## src/rtl/min_sec_counter_if.sv

```systemverilog
// min_sec_counter_if: bundles the min:sec counter's control strobes and BCD/strobe outputs.
// Ports: tick_1hz, run, clear, min_inc (to counter); sec_ones, sec_tens, min_ones,
//        min_tens, min_tick, wrap_tick (from counter); seg_* only with MIN_SEC_SEG7_EN.
interface min_sec_counter_if;
  logic       tick_1hz;
  logic       run;
  logic       clear;
  logic       min_inc;
  logic [3:0] sec_ones;
  logic [3:0] sec_tens;
  logic [3:0] min_ones;
  logic [3:0] min_tens;
  logic       min_tick;
  logic       wrap_tick;
`ifdef MIN_SEC_SEG7_EN
  logic [6:0] seg_sec_ones;
  logic [6:0] seg_sec_tens;
  logic [6:0] seg_min_ones;
  logic [6:0] seg_min_tens;
`endif

  // master: the stage driving the controls and consuming the count
  modport master (
    output tick_1hz, run, clear, min_inc,
    input  sec_ones, sec_tens, min_ones, min_tens, min_tick, wrap_tick
`ifdef MIN_SEC_SEG7_EN
    , input seg_sec_ones, seg_sec_tens, seg_min_ones, seg_min_tens
`endif
  );

  // slave: the counter itself
  modport slave (
    input  tick_1hz, run, clear, min_inc,
    output sec_ones, sec_tens, min_ones, min_tens, min_tick, wrap_tick
`ifdef MIN_SEC_SEG7_EN
    , output seg_sec_ones, seg_sec_tens, seg_min_ones, seg_min_tens
`endif
  );
endinterface

```

## src/rtl/min_sec_counter.sv

```systemverilog
// min_sec_counter: BCD mm:ss counter advanced by the 1 Hz tick, with minute/wrap carry strobes.
// Latency: one clk_50mhz cycle from sampled input to digits/strobes; seg7 outputs one more.
// Backpressure: none; strobes are consumed as they arrive, ticks while paused are dropped.
// Ports: clk_50mhz, reset (async, active high), bus (min_sec_counter_if.slave).
// Optional MIN_SEC_SEG7_EN adds registered active-low {g,f,e,d,c,b,a} decodes of each digit.
module min_sec_counter #(
  parameter int MAX_MIN = 59
) (
  input logic              clk_50mhz,
  input logic              reset,
  min_sec_counter_if.slave bus
);
  localparam logic [3:0] MAX_TENS = 4'(MAX_MIN / 10);
  localparam logic [3:0] MAX_ONES = 4'(MAX_MIN % 10);

  logic [3:0] sec_ones_q, sec_tens_q, min_ones_q, min_tens_q;
  logic       min_tick_q, wrap_tick_q;

  logic       sec_ev;
  logic       sec_carry;
  logic [3:0] sec_ones_d, sec_tens_d;
  logic [3:0] min_ones_d, min_tens_d;
  logic [8:0] min_step1, min_step2;
  logic       wrap_d;

  // One BCD minute step: returns {wrapped, tens, ones}. Out-of-range values load 00
  // without flagging a wrap.
  function automatic logic [8:0] min_step(input logic [3:0] tens, input logic [3:0] ones);
    logic [8:0] r;
    if (tens == MAX_TENS && ones == MAX_ONES)
      r = {1'b1, 8'h00};
    else if (tens > 4'd9 || ones > 4'd9 || (int'(tens) * 10 + int'(ones)) > MAX_MIN)
      r = 9'h000;
    else if (ones == 4'd9)
      r = {1'b0, tens + 4'd1, 4'd0};
    else
      r = {1'b0, tens, ones + 4'd1};
    return r;
  endfunction

  always_comb begin
    sec_ev     = bus.tick_1hz & bus.run;
    sec_carry  = 1'b0;
    sec_ones_d = sec_ones_q;
    sec_tens_d = sec_tens_q;
    if (sec_ev) begin
      if (sec_ones_q > 4'd9 || sec_tens_q > 4'd5) begin
        sec_ones_d = 4'd0;
        sec_tens_d = 4'd0;
      end else if (sec_ones_q == 4'd9) begin
        sec_ones_d = 4'd0;
        if (sec_tens_q == 4'd5) begin
          sec_tens_d = 4'd0;
          sec_carry  = 1'b1;
        end else begin
          sec_tens_d = sec_tens_q + 4'd1;
        end
      end else begin
        sec_ones_d = sec_ones_q + 4'd1;
      end
    end

    // Carry and min_inc together advance two minutes: chain two single steps.
    min_step1  = min_step(min_tens_q, min_ones_q);
    min_step2  = min_step(min_step1[7:4], min_step1[3:0]);
    min_tens_d = min_tens_q;
    min_ones_d = min_ones_q;
    wrap_d     = 1'b0;
    if (sec_carry && bus.min_inc) begin
      {min_tens_d, min_ones_d} = min_step2[7:0];
      wrap_d = min_step1[8] | min_step2[8];
    end else if (sec_carry || bus.min_inc) begin
      {min_tens_d, min_ones_d} = min_step1[7:0];
      // A wrap from set-mode increments alone is not a count rollover.
      wrap_d = sec_carry & min_step1[8];
    end
  end

  always_ff @(posedge clk_50mhz or posedge reset) begin
    if (reset) begin
      sec_ones_q  <= 4'd0;
      sec_tens_q  <= 4'd0;
      min_ones_q  <= 4'd0;
      min_tens_q  <= 4'd0;
      min_tick_q  <= 1'b0;
      wrap_tick_q <= 1'b0;
    end else if (bus.clear) begin
      sec_ones_q  <= 4'd0;
      sec_tens_q  <= 4'd0;
      min_ones_q  <= 4'd0;
      min_tens_q  <= 4'd0;
      min_tick_q  <= 1'b0;
      wrap_tick_q <= 1'b0;
    end else begin
      sec_ones_q  <= sec_ones_d;
      sec_tens_q  <= sec_tens_d;
      min_ones_q  <= min_ones_d;
      min_tens_q  <= min_tens_d;
      min_tick_q  <= sec_carry;
      wrap_tick_q <= wrap_d;
    end
  end

  assign bus.sec_ones  = sec_ones_q;
  assign bus.sec_tens  = sec_tens_q;
  assign bus.min_ones  = min_ones_q;
  assign bus.min_tens  = min_tens_q;
  assign bus.min_tick  = min_tick_q;
  assign bus.wrap_tick = wrap_tick_q;

`ifdef MIN_SEC_SEG7_EN
  // Active-low {g,f,e,d,c,b,a}; non-BCD codes show blank.
  function automatic logic [6:0] seg7(input logic [3:0] d);
    logic [6:0] s;
    case (d)
      4'd0:    s = 7'b1000000;
      4'd1:    s = 7'b1111001;
      4'd2:    s = 7'b0100100;
      4'd3:    s = 7'b0110000;
      4'd4:    s = 7'b0011001;
      4'd5:    s = 7'b0010010;
      4'd6:    s = 7'b0000010;
      4'd7:    s = 7'b1111000;
      4'd8:    s = 7'b0000000;
      4'd9:    s = 7'b0010000;
      default: s = 7'b1111111;
    endcase
    return s;
  endfunction

  logic [6:0] seg_sec_ones_q, seg_sec_tens_q, seg_min_ones_q, seg_min_tens_q;

  // Decoded from the digit registers, so segments trail the digits by one cycle.
  always_ff @(posedge clk_50mhz or posedge reset) begin
    if (reset) begin
      seg_sec_ones_q <= 7'h7F;
      seg_sec_tens_q <= 7'h7F;
      seg_min_ones_q <= 7'h7F;
      seg_min_tens_q <= 7'h7F;
    end else begin
      seg_sec_ones_q <= seg7(sec_ones_q);
      seg_sec_tens_q <= seg7(sec_tens_q);
      seg_min_ones_q <= seg7(min_ones_q);
      seg_min_tens_q <= seg7(min_tens_q);
    end
  end

  assign bus.seg_sec_ones = seg_sec_ones_q;
  assign bus.seg_sec_tens = seg_sec_tens_q;
  assign bus.seg_min_ones = seg_min_ones_q;
  assign bus.seg_min_tens = seg_min_tens_q;
`endif
endmodule
```

## src/flat_wrapper.sv

```systemverilog
// flat-port wrapper written by rule: the top's interface ports become plain ports
module min_sec_counter_flat 
#(
  parameter int MAX_MIN = 59
)
  (clk_50mhz, reset, bus_tick_1hz, bus_run, bus_clear, bus_min_inc, bus_sec_ones, bus_sec_tens, bus_min_ones, bus_min_tens, bus_min_tick, bus_wrap_tick);
  min_sec_counter_if bus_i ();
  input logic clk_50mhz;
  input logic reset;
  input wire logic [$bits(bus_i.tick_1hz)-1:0] bus_tick_1hz;
  input wire logic [$bits(bus_i.run)-1:0] bus_run;
  input wire logic [$bits(bus_i.clear)-1:0] bus_clear;
  input wire logic [$bits(bus_i.min_inc)-1:0] bus_min_inc;
  output wire logic [$bits(bus_i.sec_ones)-1:0] bus_sec_ones;
  output wire logic [$bits(bus_i.sec_tens)-1:0] bus_sec_tens;
  output wire logic [$bits(bus_i.min_ones)-1:0] bus_min_ones;
  output wire logic [$bits(bus_i.min_tens)-1:0] bus_min_tens;
  output wire logic [$bits(bus_i.min_tick)-1:0] bus_min_tick;
  output wire logic [$bits(bus_i.wrap_tick)-1:0] bus_wrap_tick;
  assign bus_i.tick_1hz = bus_tick_1hz;
  assign bus_i.run = bus_run;
  assign bus_i.clear = bus_clear;
  assign bus_i.min_inc = bus_min_inc;
  assign bus_sec_ones = bus_i.sec_ones;
  assign bus_sec_tens = bus_i.sec_tens;
  assign bus_min_ones = bus_i.min_ones;
  assign bus_min_tens = bus_i.min_tens;
  assign bus_min_tick = bus_i.min_tick;
  assign bus_wrap_tick = bus_i.wrap_tick;
  min_sec_counter #(.MAX_MIN(MAX_MIN)) u_core (.clk_50mhz(clk_50mhz), .reset(reset), .bus(bus_i));
endmodule
```

## config.mk

```make
export PLATFORM = sky130hd
export DESIGN_NAME = min_sec_counter_flat
export DESIGN_NICKNAME = d
export VERILOG_FILES = /design/src/rtl/min_sec_counter_if.sv /design/src/rtl/min_sec_counter.sv /design/src/flat_wrapper.sv
export SDC_FILE = /design/constraint.sdc
export NUM_CORES = 1
export LEC_CHECK = 0
export BUFFER_PORTS_ARGS = -buffer_cell sky130_fd_sc_hd__buf_2
export CELL_PAD_IN_SITES_DETAIL_PLACEMENT = 1
export CELL_PAD_IN_SITES_GLOBAL_PLACEMENT = 1
export CORE_AREA = 4 4 79 81
export DETAILED_ROUTE_END_ITERATION = 16
export DIE_AREA = 0 0 83 85
export PLACE_DENSITY_LB_ADDON = 0.1
export SETUP_SLACK_MARGIN = 0.02
export SLEW_MARGIN = 20
export SYNTH_ARGS = -nofsm -noshare
export SYNTH_HDL_FRONTEND = slang
export SYNTH_SLANG_ARGS = --single-unit
```

## constraint.sdc

```tcl
create_clock -name clk_50mhz -period 16.2 [get_ports clk_50mhz]
set_clock_uncertainty 0.1 [all_clocks]
set_input_delay 2.43 -clock clk_50mhz [delete_from_list [all_inputs] [get_ports clk_50mhz]]
set_output_delay 2.43 -clock clk_50mhz [all_outputs]
set_load 0.02 [all_outputs]
```

== Word-level counts from Yosys, hierarchy flattened ==
Index checks and enable logic that the tools add are counted.
Operators by class
  add/subtract/negate cells: 8
  multiply operators: 2
  $lt $le $gt $ge: 8
  eq/ne operators: 6
  mux-type cells: 29
  bitwise operators: 3
  reductions and logical operators: 13
Operators by type and width (count)
  adder 32 x 5 -> 32 bit: 2
  greater-than comparator 32 x 7 -> 1 bit (second input constant): 2
  two-way mux 4 bit: 15
  two-way mux 9 bit: 4
  adder 4 x 1 -> 4 bit (second input constant): 6
  greater-than comparator 4 bit (second input constant): 5
  two-way mux 8 bit: 2
  multiplier 4 x 3 -> 7 bit (second input constant): 2
  == test 4 x 3 -> 1 bit (second input constant): 3
  == test 4 bit (second input constant): 3
  two-way mux 1 bit: 8
  logical OR 1 bit: 6
  nonzero test 3 bit: 2
  greater-than comparator 4 x 3 -> 1 bit (second input constant): 1
  logical AND 1 bit: 3
  AND 1 bit: 2
  AND reduction 2 bit: 1
  nonzero test 2 bit: 1
  bitwise OR 1 bit: 1
Storage, ports and cells
  register bits: 18

== Logic depth before layout (Yosys ltp) ==
  word-level depth: 15
  depth in mapped cells: 21

== Worst setup path before layout ==
Ideal clock, no wire load.
  path kind: reg2reg
  start: reg u_core.min_tens_q[3], in the netlist u_core.bus.min_tens[3]
  end: reg u_core.min_ones_q[1], in the netlist u_core.bus.min_ones[1]
  setup time: 0.094 ns
  arrival: 5.454 ns
  required time: 16.006 ns
  slack: 10.552 ns
  cell stages (with the launch flop): 21
  period minus slack after synthesis: 5.648 ns
  path through: dfrtp_1 > ha_1 > ha_1 > fa_1 > xor2_2 > a2111oi_2 > nor3b_2 > or2_1 > clkbuf_1 > a21oi_1 > ha_1 > ha_1 > inv_1 > fa_1 > nor4b_1 > nand2_1 > nand4bb_1 > o221a_2 > nor3_4 > nand4_1 > a221oi_2
On the way
  longest elaborated chain between the ends: 14
  elaborated cells between the ends (all ways): 29
  those cells by class: add/sub (4); mul (2); order compare (5); eq/ne (3); mux (9); reduce/logical (6)
Ends and longest elaborated chain
  start: declaration: RTL line min_sec_counter.sv:16  | logic [3:0] sec_ones_q, sec_tens_q, min_ones_q, min_tens_q;
  start signal: assignment: RTL line min_sec_counter.sv:98  | min_tens_q <= min_tens_d;
  multiplier 4 x 3 -> 7 bit: RTL line min_sec_counter.sv:32  | else if (tens > 4'd9 || ones > 4'd9 || (int'(tens) * 10 + int'(ones)) > MAX_MIN)
  adder 32 x 5 -> 32 bit: RTL line min_sec_counter.sv:32
  greater-than comparator 32 x 7 -> 1 bit: RTL line min_sec_counter.sv:32
  logical OR 1 bit: RTL line min_sec_counter.sv:32
  two-way mux 9 bit: RTL line min_sec_counter.sv:32
  two-way mux 9 bit *: RTL line min_sec_counter.sv:30  | if (tens == MAX_TENS && ones == MAX_ONES)
  multiplier 4 x 3 -> 7 bit: RTL line min_sec_counter.sv:32
  adder 32 x 5 -> 32 bit: RTL line min_sec_counter.sv:32
  greater-than comparator 32 x 7 -> 1 bit: RTL line min_sec_counter.sv:32
  logical OR 1 bit: RTL line min_sec_counter.sv:32
  two-way mux 9 bit: RTL line min_sec_counter.sv:32
  two-way mux 9 bit: RTL line min_sec_counter.sv:30
  two-way mux 4 bit *: RTL line min_sec_counter.sv:69  | if (sec_carry && bus.min_inc) begin
  two-way mux 4 bit *: RTL line min_sec_counter.sv:87  | end else if (bus.clear) begin
  end signal: assignment: RTL line min_sec_counter.sv:97  | min_ones_q <= min_ones_d;
  end: declaration: RTL line min_sec_counter.sv:16
Mark *: on every way between the ends. The rest lies on a longest branch, timed or not. The select of a mux whose other input is x is not followed.
A chain may end at the register's enable or synchronous reset.

== Worst setup path in the final report ==
Ends and elaborated chain as after synthesis.

==> reports/metrics.yaml <==
die:
  start_util: 0.347
  die-area_um2: 7060
  dieHeight_um: 85
  num_rows: 27
  chipWidth_um: 83
  num_io_pins: 24
  core_area_um2: 5470
global_routing:
  grt.total_usage: 0.162
  grt_max_degree: 19
  antenna_found_initial: 0
  grt_pass1_vias: 1794
  grt_overflow_total: 0
  grt_pass1_wl_mm: 9.44
drt:
  first_iter_violations: 90
  routed_wirelength_mm: 5.45
  drc: 0
  vias_per_cell: 5.48
  ant_nets: 0
  vias: 1760
  firstDrtPassIters: 4
  wl_per_cell_um: 17.0
pwr:
  pwr_density_cell_nw_per_um2: 54.9
  power_w: 0.000117
  power.leakage_nw: 1.00
  vdd.ir_drop.worst_mv: 0.0384
sta:
  fmax_mhz: 162
  worst_pin_slew_ps: 822
  drv_slew: 0
  slew_headroom: 0.447
  period_minus_slack_ps: 6170
  post-route-period-util: 0.381
  rsz0062_at_grt: "false"
  fin_setup_tns_ps: 0
  setup_viol: 0
  hold_violations: 0
clock_tree:
  ctsResizeCount: 0
  htree_levels: 1
  cts_sinks: 18
  clkTransAtPathRegs_ps: 70
  cts-buffers-inserted: 3
  post_cts_buffers: 0
  cts.path.max_buffers: 2
  clock_latency_ps: 250
  postCtsHoldBufs: 0
  cts_tree: "done"
  root_buffer: "clkbuf_8"
placement:
  io_buffers: 23
  dp_cells: 317
  hpwl_mm: 4.46
  gp_congestion: 0.766
layout:
  nNetsFinal: 280
  finish.utilization: 0.388
  final_cell_mix: "nand2_1 (25), buf_2 (23), nor2_1 (20), ha_1 (20), inv_1 (19)"
  final.fill_count: 688
  multi_input_area_um2: 1340
  finalNonFillerCells: 321
  layout_commonest_cell: "nand2_1"
  syn_to_final_growth_pct: 11.9
  antenna_cells: 0
  regArea_um2: 450
  drive_above_1_share: 0.161
synth:
  async_reset_ff_frac: 1.00
  synthesis.area_um2: 1900
  yosysWarnings: 0
  ys_dominant_reg_cell: "dfrtp_1"
  synth_cells: 229
  ys_ff_latch: 18
  syn-num-nets: 259
  ys_seq_area_frac: 0.237
  synth-edff-count: 0
  syn_avg_cell_area_um2: 8.29
  synth_cell_types: 56
critical_path:
  cp.arrival_ps: 6230
  start_kind: "register"
  cp.required_ps: 16260
  crit_fanout: 13
  cp-end-kind: "register"
  worstSetupPathType: "register to register"
run_status:
  status: "finished clean"
worst_hold_path:
  min_path_type: "register to register"
run:
  cap_violations: 0
-- cell usage after synthesis (all sizes together), types with 4 or more instances --
master  count  area [µm²]
fa          4        80.1
a21oi      12        60.1
nor3        5        36.3
dfrtp      18         450
nand2      25        93.8
o21ai      19        95.1
xnor2       5        43.8
nor2b       4        25.0
inv        19        71.3
or2         4        25.0
nor2       20        75.1
nand4       5        31.3
ha         20         250
nand3       6        30.0
clkbuf      5        18.8
-- worst max-delay path, stage by stage, from the launching register on --
cell and delay (ps):
dfrtp_1 530, ha_1 310, ha_1 200, fa_1 410, xor2_2 220, a2111oi_2 270, nor3b_2 120, or2_1 400
a21oi_1 430, ha_1 320, ha_1 220, inv_1 70, fa_1 430, nor4b_1 720, nand2_1 160, nand4bb_1 250
o221a_2 310, nor3_4 240, nand4_1 140, a221oi_2 240
-- state kept, by name (all words and copies together) (netlist names) --
signal,flops
u_core.bus.min_ones,4
u_core.bus.min_tens,4
u_core.bus.min_tick,1
u_core.bus.sec_ones,4
u_core.bus.sec_tens,4
u_core.bus.wrap_tick,1
-- cell families after synthesis --
kind of cell / Yosys count / share of synthesized area
AO/OA/AOI/OAI: 58 / 0.204
buffers and inverters: 26 / 0.0560
adder cells (fa/ha/maj): 24 / 0.174
XOR/XNOR: 7 / 0.0363
AND/OR/NAND/NOR: 92 / 0.271
flip-flops: 18 / 0.237
multiplexers: 4 / 0.0218
-- metal layers --
| layer | vias to the layer above | GRT usage | part of all wire |
|---|---|---|---|
| met4 | 0 | 0.0149 | 0.0079 |
| met2 | 27 | 0.282 | 0.50 |
| met1 | 860 | 0.221 | 0.46 |
| met5 | - | 0 | 0 |
| li1 | 871 | - | - |
| met3 | 2 | 0.0243 | 0.029 |
-- worst paths after layout --
path,start,to,slack [ps],cells past startpoint
worst min-delay path,u_core.bus.sec_tens[2],u_core.bus.sec_tens[2],430,2
worst min register to register,u_core.bus.sec_tens[2],u_core.bus.sec_tens[2],430,2
max in group asynchronous,reset,u_core.bus.min_ones[2],13380,2
min in group asynchronous,reset,u_core.bus.min_tens[2],2180,2
worst max register to register,u_core.bus.min_tens[3],u_core.bus.min_ones[1],10030,19
worst max-delay path,u_core.bus.min_tens[3],u_core.bus.min_ones[1],10030,19
-- where the power goes --
part / switching, W / internal (W) / total (W) / leakage [nW]
Clock: 0.0000150 / 0.0000216 / 0.0000366 / 0.0288
Combinational: 0.0000162 / 0.00000922 / 0.0000254 / 0.726
Sequential: 0.00000602 / 0.0000486 / 0.0000546 / 0.245
Total: 0.0000372 / 0.0000794 / 0.000117 / 1.00
-- metrics by stage --
| stage | setup WS [ps] | cell area, µm² | hold WS (ps) |
|---|---|---|---|
| 2_1_floorplan | 10550 | 1900 | 514 |
| 3_3_place_gp | 10360 | 2070 | 420 |
| 3_5_place_dp | 10080 | 2070 | 416 |
| 4_1_cts | 10030 | 2120 | 438 |
| 5_1_grt | 9540 | 2120 | 458 |
| 6_report | 10030 | 2120 | 429 |
-- area by class of cell --
cell class                      count  area share
Clock buffer                        4      0.0259
Inverter                           19      0.0336
Multi-Input combinational cell    185       0.632
Sequential cell                    18       0.212
Tap cell                           72      0.0424
Timing Repair Buffer               23      0.0542
(Power assumes the default switching activity.)
